[config.mk]
export PLATFORM = sky130hd
export DESIGN_NAME = imem_loader
export DESIGN_NICKNAME = d
export VERILOG_FILES = /design/src/rtl/imem_loader.sv
export SDC_FILE = /design/constraint.sdc
export NUM_CORES = 1
export LEC_CHECK = 0
export BUFFER_PORTS_ARGS = -buffer_cell sky130_fd_sc_hd__buf_2
export CAP_MARGIN = 20
export CORE_ASPECT_RATIO = 0.5
export CORE_UTILIZATION = 45
export CTS_BUF_LIST = sky130_fd_sc_hd__clkbuf_4
export CTS_CLUSTER_DIAMETER = 60
export DETAILED_ROUTE_END_ITERATION = 6
export PLACE_DENSITY_LB_ADDON = 0.1
export REMOVE_ABC_BUFFERS = 1
export SLEW_MARGIN = 5
export SYNTH_ARGS = -nofsm -noshare
export SYNTH_HDL_FRONTEND = slang
export SYNTH_SLANG_ARGS = --single-unit
[constraint.sdc]
create_clock -name clk -period 6 [get_ports clk]
set_input_delay 0.6 -clock clk [delete_from_list [all_inputs] [get_ports clk]]
set_output_delay 0.6 -clock clk [all_outputs]
set_load 0.01 [all_outputs]
[src/rtl/imem_loader.sv]
// Byte-stream program loader: writes a counted, little-endian word image into
// instruction memory and holds the core in reset until the image is complete.
// Optional trailing checksum byte enabled by defining IMEM_LOADER_CHECKSUM_EN.
module imem_loader #(
  parameter  int IM_MEM_DEPTH      = 256,
  parameter  int INSTRUCTION_WIDTH = 32,
  localparam int ADDRESS_WIDTH     = $clog2(IM_MEM_DEPTH)
) (
  input  logic                         clk,
  input  logic                         rstN,
  input  logic                         loadStart,
  input  logic [7:0]                   byteIn,
  input  logic                         byteValid,
  output logic                         byteReady,
  output logic                         imWrite,
  output logic [ADDRESS_WIDTH-1:0]     imAddr,
  output logic [INSTRUCTION_WIDTH-1:0] imData,
  output logic                         cpuRstN,
  output logic                         busy,
  output logic                         loadError
);

  typedef enum logic [2:0] {
    S_IDLE,
    S_CNT_LO,
    S_CNT_HI,
    S_DATA,
`ifdef IMEM_LOADER_CHECKSUM_EN
    S_CHECK,
`endif
    S_DONE,
    S_ERROR
  } state_t;

  state_t r_state;
  state_t w_state_next;

  logic        w_byte_ready;
  logic        w_busy;
  logic        w_start;
  logic        w_xfer;
  logic        w_word_done;
  logic        w_last_word;
  logic [15:0] w_count_full;

  logic [15:0] r_count;
  logic [15:0] r_word_idx;
  logic [1:0]  r_byte_idx;
  logic [23:0] r_asm;
  logic        r_im_write;
  logic [ADDRESS_WIDTH-1:0]     r_im_addr;
  logic [INSTRUCTION_WIDTH-1:0] r_im_data;
  logic        r_cpu_rst_n;
  logic        r_load_error;
`ifdef IMEM_LOADER_CHECKSUM_EN
  logic [7:0]  r_csum;
`endif

  assign w_xfer       = byteValid && w_byte_ready;
  assign w_count_full = {byteIn, r_count[7:0]};
  assign w_word_done  = w_xfer && (r_state == S_DATA) && (r_byte_idx == 2'd3);
  assign w_last_word  = (r_word_idx == (r_count - 16'd1));

  // NOTE: state and datapath registers use non-blocking assignments so every
  // flop samples the pre-edge values of its neighbours.
  always_ff @(posedge clk or negedge rstN) begin
    if (!rstN) r_state <= S_IDLE;
    else       r_state <= w_state_next;
  end

  // NOTE: every signal written here gets a default first, so no path leaves
  // it unassigned and no latch is inferred.
  always_comb begin
    w_state_next = r_state;
    w_byte_ready = 1'b0;
    w_busy       = 1'b0;
    w_start      = 1'b0;
    unique case (r_state)
      S_IDLE, S_DONE, S_ERROR: begin
        if (loadStart) begin
          w_start      = 1'b1;
          w_state_next = S_CNT_LO;
        end
      end
      S_CNT_LO: begin
        w_byte_ready = 1'b1;
        w_busy       = 1'b1;
        if (w_xfer) w_state_next = S_CNT_HI;
      end
      S_CNT_HI: begin
        w_byte_ready = 1'b1;
        w_busy       = 1'b1;
        if (w_xfer) begin
          if (w_count_full == 16'd0)
`ifdef IMEM_LOADER_CHECKSUM_EN
            w_state_next = S_CHECK;
`else
            w_state_next = S_DONE;
`endif
          else if ({1'b0, w_count_full} > 17'(IM_MEM_DEPTH))
            w_state_next = S_ERROR;
          else
            w_state_next = S_DATA;
        end
      end
      S_DATA: begin
        w_byte_ready = 1'b1;
        w_busy       = 1'b1;
        if (w_word_done && w_last_word)
`ifdef IMEM_LOADER_CHECKSUM_EN
          w_state_next = S_CHECK;
`else
          w_state_next = S_DONE;
`endif
      end
`ifdef IMEM_LOADER_CHECKSUM_EN
      S_CHECK: begin
        w_byte_ready = 1'b1;
        w_busy       = 1'b1;
        if (w_xfer) w_state_next = (byteIn == r_csum) ? S_DONE : S_ERROR;
      end
`endif
      default: w_state_next = S_IDLE;
    endcase
  end

  // Datapath: count capture, word assembly and the memory write port.
  always_ff @(posedge clk or negedge rstN) begin
    if (!rstN) begin
      r_count      <= '0;
      r_word_idx   <= '0;
      r_byte_idx   <= '0;
      r_asm        <= '0;
      r_im_write   <= 1'b0;
      r_im_addr    <= '0;
      r_im_data    <= '0;
      r_cpu_rst_n  <= 1'b0;
      r_load_error <= 1'b0;
`ifdef IMEM_LOADER_CHECKSUM_EN
      r_csum       <= '0;
`endif
    end else begin
      r_im_write  <= 1'b0;
      // Release the core only after a full cycle in DONE; a restart drops it at once.
      r_cpu_rst_n <= (r_state == S_DONE) && !loadStart;

      if (w_start) begin
        r_word_idx   <= '0;
        r_byte_idx   <= '0;
        r_load_error <= 1'b0;
`ifdef IMEM_LOADER_CHECKSUM_EN
        r_csum       <= '0;
`endif
      end else if (w_state_next == S_ERROR) begin
        r_load_error <= 1'b1;
      end

      if (w_xfer) begin
        unique case (r_state)
          S_CNT_LO: r_count[7:0]  <= byteIn;
          S_CNT_HI: r_count[15:8] <= byteIn;
          S_DATA: begin
            r_byte_idx <= r_byte_idx + 2'd1;
`ifdef IMEM_LOADER_CHECKSUM_EN
            r_csum     <= r_csum + byteIn;
`endif
            if (r_byte_idx == 2'd3) begin
              // First byte received lands in bits 7:0 of the written word.
              r_im_data  <= {byteIn, r_asm};
              r_im_addr  <= r_word_idx[ADDRESS_WIDTH-1:0];
              r_im_write <= 1'b1;
              r_word_idx <= r_word_idx + 16'd1;
            end else begin
              r_asm <= {byteIn, r_asm[23:8]};
            end
          end
          default: ;
        endcase
      end
    end
  end

  assign byteReady = w_byte_ready;
  assign busy      = w_busy;
  assign imWrite   = r_im_write;
  assign imAddr    = r_im_addr;
  assign imData    = r_im_data;
  assign cpuRstN   = r_cpu_rst_n;
  assign loadError = r_load_error;

endmodule
==> results.json <==
{
  "num_rows": 26,
  "dieArea_um2": 11000,
  "antenna_found_initial": 0,
  "ys_seq_area_share_pct": 54.6,
  "core_um2": 10200,
  "synth_top_family_by_area": "simple AND/OR/NAND/NOR gates",
  "cts_setup_buffers": 0,
  "fin_setup_tns_ns": 0,
  "antenna_cells": 0,
  "ff2ff_setup_slack_ns": 3.14,
  "critical_path_peak_fanout": 48,
  "cts-htree-levels": 3,
  "grt_pass1_wl_um": 16100,
  "syn-cell-area_um2": 4760,
  "p_leak_nw": 2.67,
  "firstDrtPassIters": 6,
  "viasPerCell": 5.01,
  "drt_iter0_drc": 208,
  "drc": 1,
  "p_per_area_nw_per_um2": 377,
  "rsz0062_at_grt": "no",
  "crit_required_ns": 6.36,
  "grt_use_total_pct": 19.2,
  "grt_pass1_vias": 2989,
  "final_cell_mix": "nand2_1 (141), dfrtp_1 (104), buf_2 (55), mux2_2 (37), nand3_1 (18)",
  "path_clk_slew_ns": 0.16,
  "die_height_um": 74.8,
  "fmax_mhz": 349,
  "cts.sinks": 104,
  "synth.distinct_cells": 54,
  "async_reset_ff_share_pct": 100,
  "grt_overflow": 0,
  "area_growth_pct": 10.5,
  "finalMaxSlewViolations": 0,
  "numCtsBuffers": 9,
  "post_cts_resized": 0,
  "yosys_register_bits": 104,
  "endpoint_kind": "flip-flop",
  "crit_arrival_ns": 3.22,
  "wire_per_inst_um": 14.7,
  "hold_path.class": "in2async",
  "peakVddDrop_v": 0.000148,
  "placed_cell_area_um2": 5140,
  "fin_area_um2": 5260,
  "antenna_left": 0,
  "avgSynthCellArea_um2": 10.3,
  "io_buffers": 56,
  "cts-root-buf": "clkbuf_4",
  "dieWidth_um": 148,
  "clock_path_buffers": 2,
  "drive_gt1_share_pct": 24.8,
  "worstMarginPinSlew_ns": 0.929,
  "hold_buffers": 0,
  "cp-start-kind": "flip-flop",
  "drt_wl_total_um": 9630,
  "synth-simple-area-share_pct": 22.5,
  "synthAdderAreaFrac_pct": 0.788,
  "synth_xor_area_share_pct": 4.78,
  "synth_cells": 463,
  "yosys_warnings": 0,
  "final_common_cell": "nand2_1",
  "cts_tree": "yes",
  "synth-edff-count": 0,
  "violations": "DRC",
  "synth-compound-area-share_pct": 5.31,
  "grt_max_degree": 73,
  "maxSlewHeadroom_pct": 37.9,
  "timing.final.hold_violations": 0,
  "setup_viol": 0,
  "gp_congestion": 0.830,
  "nNetsFinal": 526,
  "vias": 3285,
  "max-cap-violations": 0,
  "hpwl_um": 6390,
  "critPathKind": "reg2reg",
  "min_period_ns": 2.86,
  "finClkSkew_ns": 0.0239,
  "status": "complete, but fails checks",
  "synth-main-ff-cell": "dfrtp_1",
  "clock_latency_ns": 0.47,
  "io_pins": 57,
  "initial_core_util_pct": 46.5,
  "synth.area.mux_share_pct": 9.17,
  "post-route-period-util_pct": 47.7
}
==> cell families (layout without fill, tap and decap cells) <==
family | Yosys count | in the layout
fa+ha+maj | 3 | 3
simple gates | 225 | 225
flops | 104 | 104
compound gates | 38 | 38
xor+xnor | 26 | 26
mux | 39 | 39
buf+inv | 28 | 81
==> stage by stage <==
| step | cells | setup slack (ns) | hold slack (ns) | total power [W] | utilization (%) |
|---|---|---|---|---|---|
| after floorplan | 440 | 2.84 | 0.304 | 0.00147 | - |
| after global placement | 640 | 2.88 | 0.450 | 0.00165 | 50.1 |
| after detailed placement | 640 | 2.87 | 0.457 | 0.00166 | 50.1 |
| after CTS | 656 | 3.05 | 0.0361 | 0.00201 | 51.3 |
| after global routing | 656 | 2.86 | 0.0337 | 0.00213 | 51.3 |
| final | 656 | 3.14 | 0.0449 | 0.00199 | 51.3 |
==> synth_stat cells, types with 2 or more instances <==
master	instances	area, um2
and4_1	5	43.8
a2111oi_0	2	17.5
or2b_1	2	15.0
nand2b_1	4	25.0
nand2_1	141	529
nor3_1	7	35.0
buf_6	3	33.8
nand3b_1	3	22.5
ha_1	3	37.5
o21ai_0	17	85.1
dfrtp_1	104	2600
mux2_2	37	417
nand4b_1	2	17.5
xor2_1	13	114
buf_1	2	7.51
clkbuf_1	13	48.8
o211ai_1	2	15.0
or4_4	2	22.5
and3_1	2	12.5
xnor2_1	13	114
a21oi_1	4	20.0
nor4_2	2	25.0
nand4_1	5	31.3
nand3_1	18	90.1
buf_2	4	20.0
mux2i_1	2	20.0
nor2_1	17	63.8
nor4_1	5	31.3
inv_1	4	15.0
==> state kept, by name, indices dropped and copies added (netlist names) <==
signal and cells:
r_asm 24, r_word_idx 16, imWrite 1, cpuRstN 1, imData 32, loadError 1
r_byte_idx 2, imAddr 8, r_count 16, r_state 3
==> final timing paths <==
path,from,end,cells past startpoint
worst min-delay path,rstN,imAddr[6],1
min in group clk,byteIn[4],imData[28],3
worst max register to register,r_state[2],r_word_idx[14],8
worst min register to register,r_asm[2],imData[2],2
worst max-delay path,r_state[2],r_word_idx[14],8
max in group asynchronous,rstN,imData[30],2
==> layout make-up <==
type	count	area, um2
clock buffers	10	75.1
clock inverters	6	50.0
fillers	961	4990
inverters	5	18.8
multi-input cells	331	2030
flip-flops and latches	104	2600
well taps	140	175
repair buffers	60	313
==> worst max-delay path, stage by stage (launching register included) <==
cell	delay, ns
dfrtp_1	0.49
and4b_2	0.37
nand2_2	0.54
clkinv_1	0.15
buf_4	0.42
and3_1	0.31
and4_1	0.25
nand3_1	0.10
mux2i_1	0.13
==> power breakdown <==
part | switching [W] | internal, W
registers | 0.000191 | 0.000874
clock network | 0.000247 | 0.0000961
logic | 0.000277 | 0.000302
total | 0.000714 | 0.00127
==> layer usage <==
layer | routed length, um | track usage [%] | share of wire [%] | vias up
li1 | - | - | - | 1665
met1 | 5170 | 28.7 | 54 | 1543
met2 | 3850 | 27.3 | 40 | 67
met3 | 505 | 5.39 | 5.2 | 10
met4 | 96 | 5.15 | 1.0 | 0
met5 | 0 | 0 | 0 | -
Power figures use the tool's default switching activity.
